File: config.mk
export PLATFORM = sky130hd
export DESIGN_NAME = fpmac_dot_seq
export DESIGN_NICKNAME = d
export VERILOG_FILES = /design/src/rtl/fpmac_dot_seq.sv
export SDC_FILE = /design/constraint.sdc
export NUM_CORES = 1
export LEC_CHECK = 0
export ABC_AREA = 1
export CORE_UTILIZATION = 30
export CTS_BUF_LIST = sky130_fd_sc_hd__clkbuf_4 sky130_fd_sc_hd__clkbuf_8 sky130_fd_sc_hd__clkbuf_16
export DETAILED_ROUTE_END_ITERATION = 6
export SYNTH_ARGS = -nofsm -noshare
export SYNTH_HDL_FRONTEND = slang
export SYNTH_SLANG_ARGS = --single-unit
File: constraint.sdc
create_clock -name CLK -period 2.8 [get_ports CLK]
set_clock_uncertainty 0.1 [all_clocks]
set_input_delay 0.42 -clock CLK [delete_from_list [all_inputs] [get_ports CLK]]
set_output_delay 0.42 -clock CLK [all_outputs]
set_load 0.02 [all_outputs]
File: src/rtl/fpmac_dot_seq.sv
// Dot-product sequencer for one shared 5-stage fp16 fpmac: interleaves LAT partial
// sums through the pipeline, drains them, then folds them serially with weight 1.0.
module fpmac_dot_seq #(
    parameter int          LAT   = 5,
    parameter int          CNT_W = 8,
    parameter logic [15:0] ONE   = 16'h3C00
) (
    input  logic             CLK,
    input  logic             RST,
    input  logic             start,
    input  logic [CNT_W-1:0] len,
    input  logic [15:0]      in_data,
    input  logic [15:0]      w_data,
    input  logic             in_valid,
    output logic             in_ready,
    output logic [15:0]      mac_in,
    output logic [15:0]      mac_weight,
    output logic [15:0]      mac_acc,
    input  logic [15:0]      mac_out,
    input  logic             mac_overflow,
    input  logic             mac_sub,
    output logic             busy,
    output logic [15:0]      result,
    output logic             result_valid,
    output logic             result_sub,
    output logic             ovf_flag
);

    localparam int             LW    = (LAT > 1) ? $clog2(LAT) : 1;
    localparam int             CW1   = CNT_W + 1;
    localparam logic [LW-1:0]  LAST  = LW'(LAT - 1);
    localparam logic [LW-1:0]  STEP1 = LW'(1);
    localparam logic [CW1-1:0] LATW  = CW1'(LAT);

    typedef enum logic [2:0] {IDLE, ACCUM, DRAIN, REDUCE, FINAL} state_t;

    state_t           state, state_nxt;
    logic [CNT_W-1:0] len_q, term, slot, term_nxt;
    logic [LW-1:0]    lane, cnt, step;
    logic [LAT-1:0]   lane_init;
    logic [15:0]      part [LAT];
    logic             fire, issue;
    logic             slot_warm, slot_last;

    // slot_warm: mac_out now carries a real value for this lane; slot_last: every lane seen
    assign slot_warm = {1'b0, slot} >= LATW;
    assign slot_last = ({1'b0, slot} + CW1'(1)) >= LATW;
    assign busy      = (state != IDLE);

    always_ff @(posedge CLK or negedge RST) begin
        if (!RST) state <= IDLE;
        else      state <= state_nxt;
    end

    always_comb begin
        state_nxt  = state;
        in_ready   = 1'b0;
        fire       = 1'b0;
        issue      = 1'b0;
        term_nxt   = term;
        mac_in     = '0;
        mac_weight = '0;
        mac_acc    = '0;
        case (state)
            IDLE: begin
                if (start && (len != '0)) state_nxt = ACCUM;
            end
            ACCUM: begin
                in_ready = (term < len_q);
                fire     = in_valid && in_ready;
                if (fire) begin
                    mac_in     = in_data;
                    mac_weight = w_data;
                end
                mac_acc  = lane_init[lane] ? 16'h0000 : mac_out;
                term_nxt = term + CNT_W'(fire);
                if ((term_nxt == len_q) && slot_last) state_nxt = DRAIN;
            end
            DRAIN: begin
                if (cnt == LAST) state_nxt = REDUCE;
            end
            REDUCE: begin
                // one issue at the end of each LAT-cycle step so the previous sum is back
                issue = (cnt == LAST);
                if (issue) begin
                    mac_in     = part[step];
                    mac_weight = ONE;
                    mac_acc    = (step == STEP1) ? part[0] : mac_out;
                    if (step == LAST) state_nxt = FINAL;
                end
            end
            FINAL: begin
                if (cnt == LAST) state_nxt = IDLE;
            end
            default: state_nxt = IDLE;
        endcase
    end

    always_ff @(posedge CLK or negedge RST) begin
        if (!RST) begin
            len_q        <= '0;
            term         <= '0;
            slot         <= '0;
            lane         <= '0;
            cnt          <= '0;
            step         <= '0;
            lane_init    <= '0;
            result       <= '0;
            result_valid <= 1'b0;
            result_sub   <= 1'b0;
            ovf_flag     <= 1'b0;
            for (int i = 0; i < LAT; i++) part[i] <= '0;
        end else begin
            result_valid <= 1'b0;
            case (state)
                IDLE: begin
                    if (start) begin
                        if (len == '0) begin
                            result       <= '0;
                            result_sub   <= 1'b0;
                            result_valid <= 1'b1;
                        end else begin
                            len_q     <= len;
                            ovf_flag  <= 1'b0;
                            term      <= '0;
                            slot      <= '0;
                            lane      <= '0;
                            lane_init <= '1;
                        end
                    end
                end
                ACCUM: begin
                    term            <= term_nxt;
                    lane_init[lane] <= 1'b0;
                    lane            <= (lane == LAST) ? '0 : lane + LW'(1);
                    cnt             <= '0;
                    if (slot != '1)   slot     <= slot + CNT_W'(1);
                    if (slot_warm)    ovf_flag <= ovf_flag | mac_overflow;
                end
                DRAIN: begin
                    part[cnt] <= mac_out;
                    ovf_flag  <= ovf_flag | mac_overflow;
                    cnt       <= (cnt == LAST) ? '0 : cnt + LW'(1);
                    step      <= STEP1;
                end
                REDUCE: begin
                    cnt <= (cnt == LAST) ? '0 : cnt + LW'(1);
                    if (issue) begin
                        step <= step + LW'(1);
                        if (step != STEP1) ovf_flag <= ovf_flag | mac_overflow;
                    end
                end
                FINAL: begin
                    cnt <= (cnt == LAST) ? '0 : cnt + LW'(1);
                    if (cnt == LAST) begin
                        result       <= mac_out;
                        result_sub   <= mac_sub;
                        result_valid <= 1'b1;
                        ovf_flag     <= ovf_flag | mac_overflow;
                    end
                end
                default: ;
            endcase
        end
    end

endmodule

==> key figures <==
Run status
  • Result of the run: finished, violations left
  • Violated checks: negative setup slack

STA
  • Post-Route Setup TNS: -1.48 ns
  • Final setup margin: -0.110 ns
  • Peak Freq: 344 MHz
  • Hold violation count in the final report: 0
  • Setup-failing EPs final: 24
  • Slew of the pin with the lowest slew margin: 0.535 ns
  • Max-slew violation count: 0
  • Remaining max-slew budget at the tightest pin: 0.642
  • Tightest hold margin: around 0.38 ns
  • Minimum clock period after layout: roughly 2.9 ns
  • Fraction of the cycle the final worst path needs: 1.04
  • Setup repair after global routing missed its margin: true

Critical path
  • Critical Path, Cell by Cell: ha_1 > a21oi_1 > o21a_1 > a21bo_4 > nor2_4 > buf_12 > buf_4 > buf_12 > nand3_1 > nand2_1 > buf_6
  • Critical path required time: around 2.3 ns
  • Category of the worst setup path capture point: output port
  • Maximum fanout encountered on the critical timing path: 6
  • Critical Setup Path Class: reg2out
  • Stage delay of the slowest cell on the critical path: roughly 0.38 ns
  • Nature of the critical path startpoint: flop
  • Arrival time reported for the critical path endpoint: roughly 2.4 ns
  • Largest delay share family, worst path: compound AO/OA/AOI/OAI gates
  • Most Frequent Cell on Critical Path: sky130_fd_sc_hd__buf_12
  • Total buffers and inverters traversed by the critical path: 4
  • Slowest stage cell, crit path: sky130_fd_sc_hd__dfrtp_1

Die
  • Die Height: 161 um
  • Effective utilization at floorplan: 0.308
  • Width of the chip: around 160 um
  • Placement Rows: 57
  • Core outline area: 0.0245 mm^2
  • Num ports: 131
  • Overall die area: 0.0258 mm^2

Placement
  • Placer congestion estimate: 0.819
  • Port bufs: 130
  • Post-detail-place hpwl: 14800 um
  • DP Worst Slack: -0.119 ns

Drt
  • Iteration-0 DRC Markers: 685
  • Average wire per cell in the routed design: between 10 and 15 um
  • Remaining routing DRC violations: 0
  • Number of vias after detailed routing: 7257
  • DRT Wirelength: 22100 um
  • Final antenna-violating net count: 0
  • Vias per Instance: 4.76
  • Detailed-routing iteration count for the pre-antenna-repair pass: 5

Cells and area
  • Diode count: 0
  • Commonest cells after routing, fill and taps aside: sky130_fd_sc_hd__nand2_1, sky130_fd_sc_hd__o21ai_0, sky130_fd_sc_hd__dfrtp_1, sky130_fd_sc_hd__inv_1, sky130_fd_sc_hd__clkdlybuf4s50_1
  • Final Util: 0.428
  • Most common cell after layout, fill and taps aside: sky130_fd_sc_hd__nand2_1
  • Share of layout cells above drive strength 1: 0.188
  • Area Growth Syn to Fin: 38.8%
  • Final #Nets: 1271

GRT
  • First-pass GRT wire length: about 36000 um
  • Global-route track usage on met3: 0.0343
  • Antenna violations before repair: 0
  • Met2 track demand over resource in global routing: 0.261
  • Met1 GRT Util: 0.255
  • Grt total ovfl: 0
  • Total Routing Usage GR: 0.176
  • Largest net degree at the start of global routing: 61
  • Gr busiest metal: met2
  • Number of global-route vias before repair: 7003

Synth
  • Total of flip-flops plus latches after synthesis: between 100 and 150
  • Post-synthesis xor/xnor area fraction: 0.00348
  • Instance count of the mapped netlist: 1014
  • Warnings from Yosys: 0
  • Fraction of the mapped netlist area in adder cells: 0.0331
  • Mean area per synthesized cell: between 7 and 8 um^2
  • Mux cell area share after synthesis: 0
  • Cell area after synthesis: 0.00756 mm^2
  • Sequential area share after synthesis: 0.463
  • Fraction of the mapped netlist area in compound gates: 0.187
  • Synth top area share: 0.463
  • Largest family of logic cells by synthesized area: simple AND/OR/NAND/NOR gates
  • Synth area leader: sky130_fd_sc_hd__dfrtp_1
  • Top post-synthesis cells by area: sky130_fd_sc_hd__dfrtp_1, sky130_fd_sc_hd__nand2_1, sky130_fd_sc_hd__o21ai_0, sky130_fd_sc_hd__inv_1, sky130_fd_sc_hd__nand3_1
  • Unique masters post-synth: 35
  • Syn Nets: 1096
  • Area fraction in and, or, nand and nor cells after synthesis: 0.215

Clock network
  • Root buffer cell: sky130_fd_sc_hd__clkbuf_16
  • Number of buffers created by CTS: 17
  • Clock tree from TritonCTS: yes
  • Max Buffers Root-to-Sink: 2
  • CTS clock-pin slew for the worst setup and hold paths: 0.06 ns
  • Clk_lat worst skew: 0.42 ns
  • Sink Count: 140
  • Count of H-tree levels built during CTS: 4

Job
  • Total of max-cap violations: 0

Power
  • Worst IR drop on VDD: 0.482 mV
  • Pleak: 5.07 nW
  • Power per cell area: 1070 mW/mm^2

Worst hold path
  • Tightest Hold Check Type: reg2reg
sequential cells by signal, summed over array words and instances, names as in the netlist, 5 cells and up:
signal     flops
len_q          8
term           8
result        16
slot           8
lane_init      5
part          80
kinds of logic (layout without fill, tap and decap cells):
group,after synthesis,in the layout
adders and majority gates,20,20
AOI/OAI and AO/OA,267,267
xor gates and xnor gates,3,3
and+or+nand+nor,396,396
buffers and inverters,188,376
DFF,140,140
Yosys cell counts (all sizes together):
| cell | count |
|---|---|
| clkbuf | 31 |
| a22o | 1 |
| a21boi | 1 |
| nand4 | 10 |
| ha | 20 |
| o22ai | 27 |
| nor3 | 3 |
| a21oi | 29 |
| nand2 | 270 |
| a21bo | 1 |
| or2 | 1 |
| o41ai | 5 |
| xor2 | 1 |
| nor2 | 59 |
| nand3 | 52 |
| o21a | 1 |
| a2bb2oi | 1 |
| buf | 16 |
| nand3b | 1 |
| xnor2 | 2 |
| inv | 140 |
| o21ai | 201 |
| dfrtp | 140 |
| clkinv | 1 |
report_power, final:
group	switching [mW]	internal [mW]
Combinational	3.21	2.25
Clock	0.933	1.35
Sequential	0.571	2.95
final timing paths:
check | start | endpoint | slack (ns) | depth (start not counted)
max in group asynchronous | RST | part[58] | 1.40 | 3
min in group asynchronous | RST | ovf_flag | 0.43 | 2
setup reg to reg | term[7] | state[0] | 0.04 | 19
setup / recovery | term[7] | mac_weight[11] | -0.11 | 11
hold reg to reg | part[53] | part[53] | 0.38 | 2
hold / removal | part[53] | part[53] | 0.38 | 2
through the flow:
step / std cells / cell area, um^2 / power (mW)
after floorplan: 1014 / 7560 / 6.63
after global placement: 1471 / 9490 / 8.45
after detailed placement: 1471 / 9490 / 8.51
after CTS: 1528 / 10300 / 11.2
after global routing: 1526 / 10500 / 12.2
final: 1526 / 10500 / 11.3
worst register-to-register path, stage by stage (launching register included):
cell and delay (ns):
sky130_fd_sc_hd__dfrtp_1 0.38, sky130_fd_sc_hd__ha_1 0.31, sky130_fd_sc_hd__a21oi_1 0.14, sky130_fd_sc_hd__o21a_1 0.13, sky130_fd_sc_hd__a21bo_4 0.25, sky130_fd_sc_hd__nor2_4 0.12, sky130_fd_sc_hd__ha_4 0.17, sky130_fd_sc_hd__inv_1 0.04
sky130_fd_sc_hd__nand2_1 0.14, sky130_fd_sc_hd__nand2_2 0.10, sky130_fd_sc_hd__nand2_1 0.08, sky130_fd_sc_hd__nand3_2 0.08, sky130_fd_sc_hd__nor2_2 0.13, sky130_fd_sc_hd__nand3_2 0.09, sky130_fd_sc_hd__nor2_2 0.11, sky130_fd_sc_hd__nand2_1 0.06
sky130_fd_sc_hd__nand2_2 0.09, sky130_fd_sc_hd__nand2_1 0.05, sky130_fd_sc_hd__nand2_1 0.05, sky130_fd_sc_hd__nand2_1 0.05
timing repair:
action | 4_1_cts | 5_1_grt
endpoints found under the hold margin | 49 | 0
endpoints found under the setup margin | 49 | 51
gates cloned | 2 | 0
buffers inserted | 22 | 4
gates resized for setup | 214 | 117
pin swaps | 5 | 22
hold buffers | 1 | 0
routing by layer:
metal	wire length (um)	part of all wire	up-vias
met4	415	0.019	0
li1	-	-	3644
met3	1160	0.053	31
met1	11100	0.50	3364
met2	9410	0.43	218
met5	0	0	-
layout make-up:
type                            instances  area (um^2)
Clock buffer                           19          440
Clock inverter                         13          155
Fill cell                            2489        14000
Inverter                              141          529
Multi-Input combinational cell        686         3590
Sequential cell                       140         3500
Tap cell                              324          405
Timing Repair Buffer                  203         1870
Note: power is estimated with default switching activity, not from simulation.
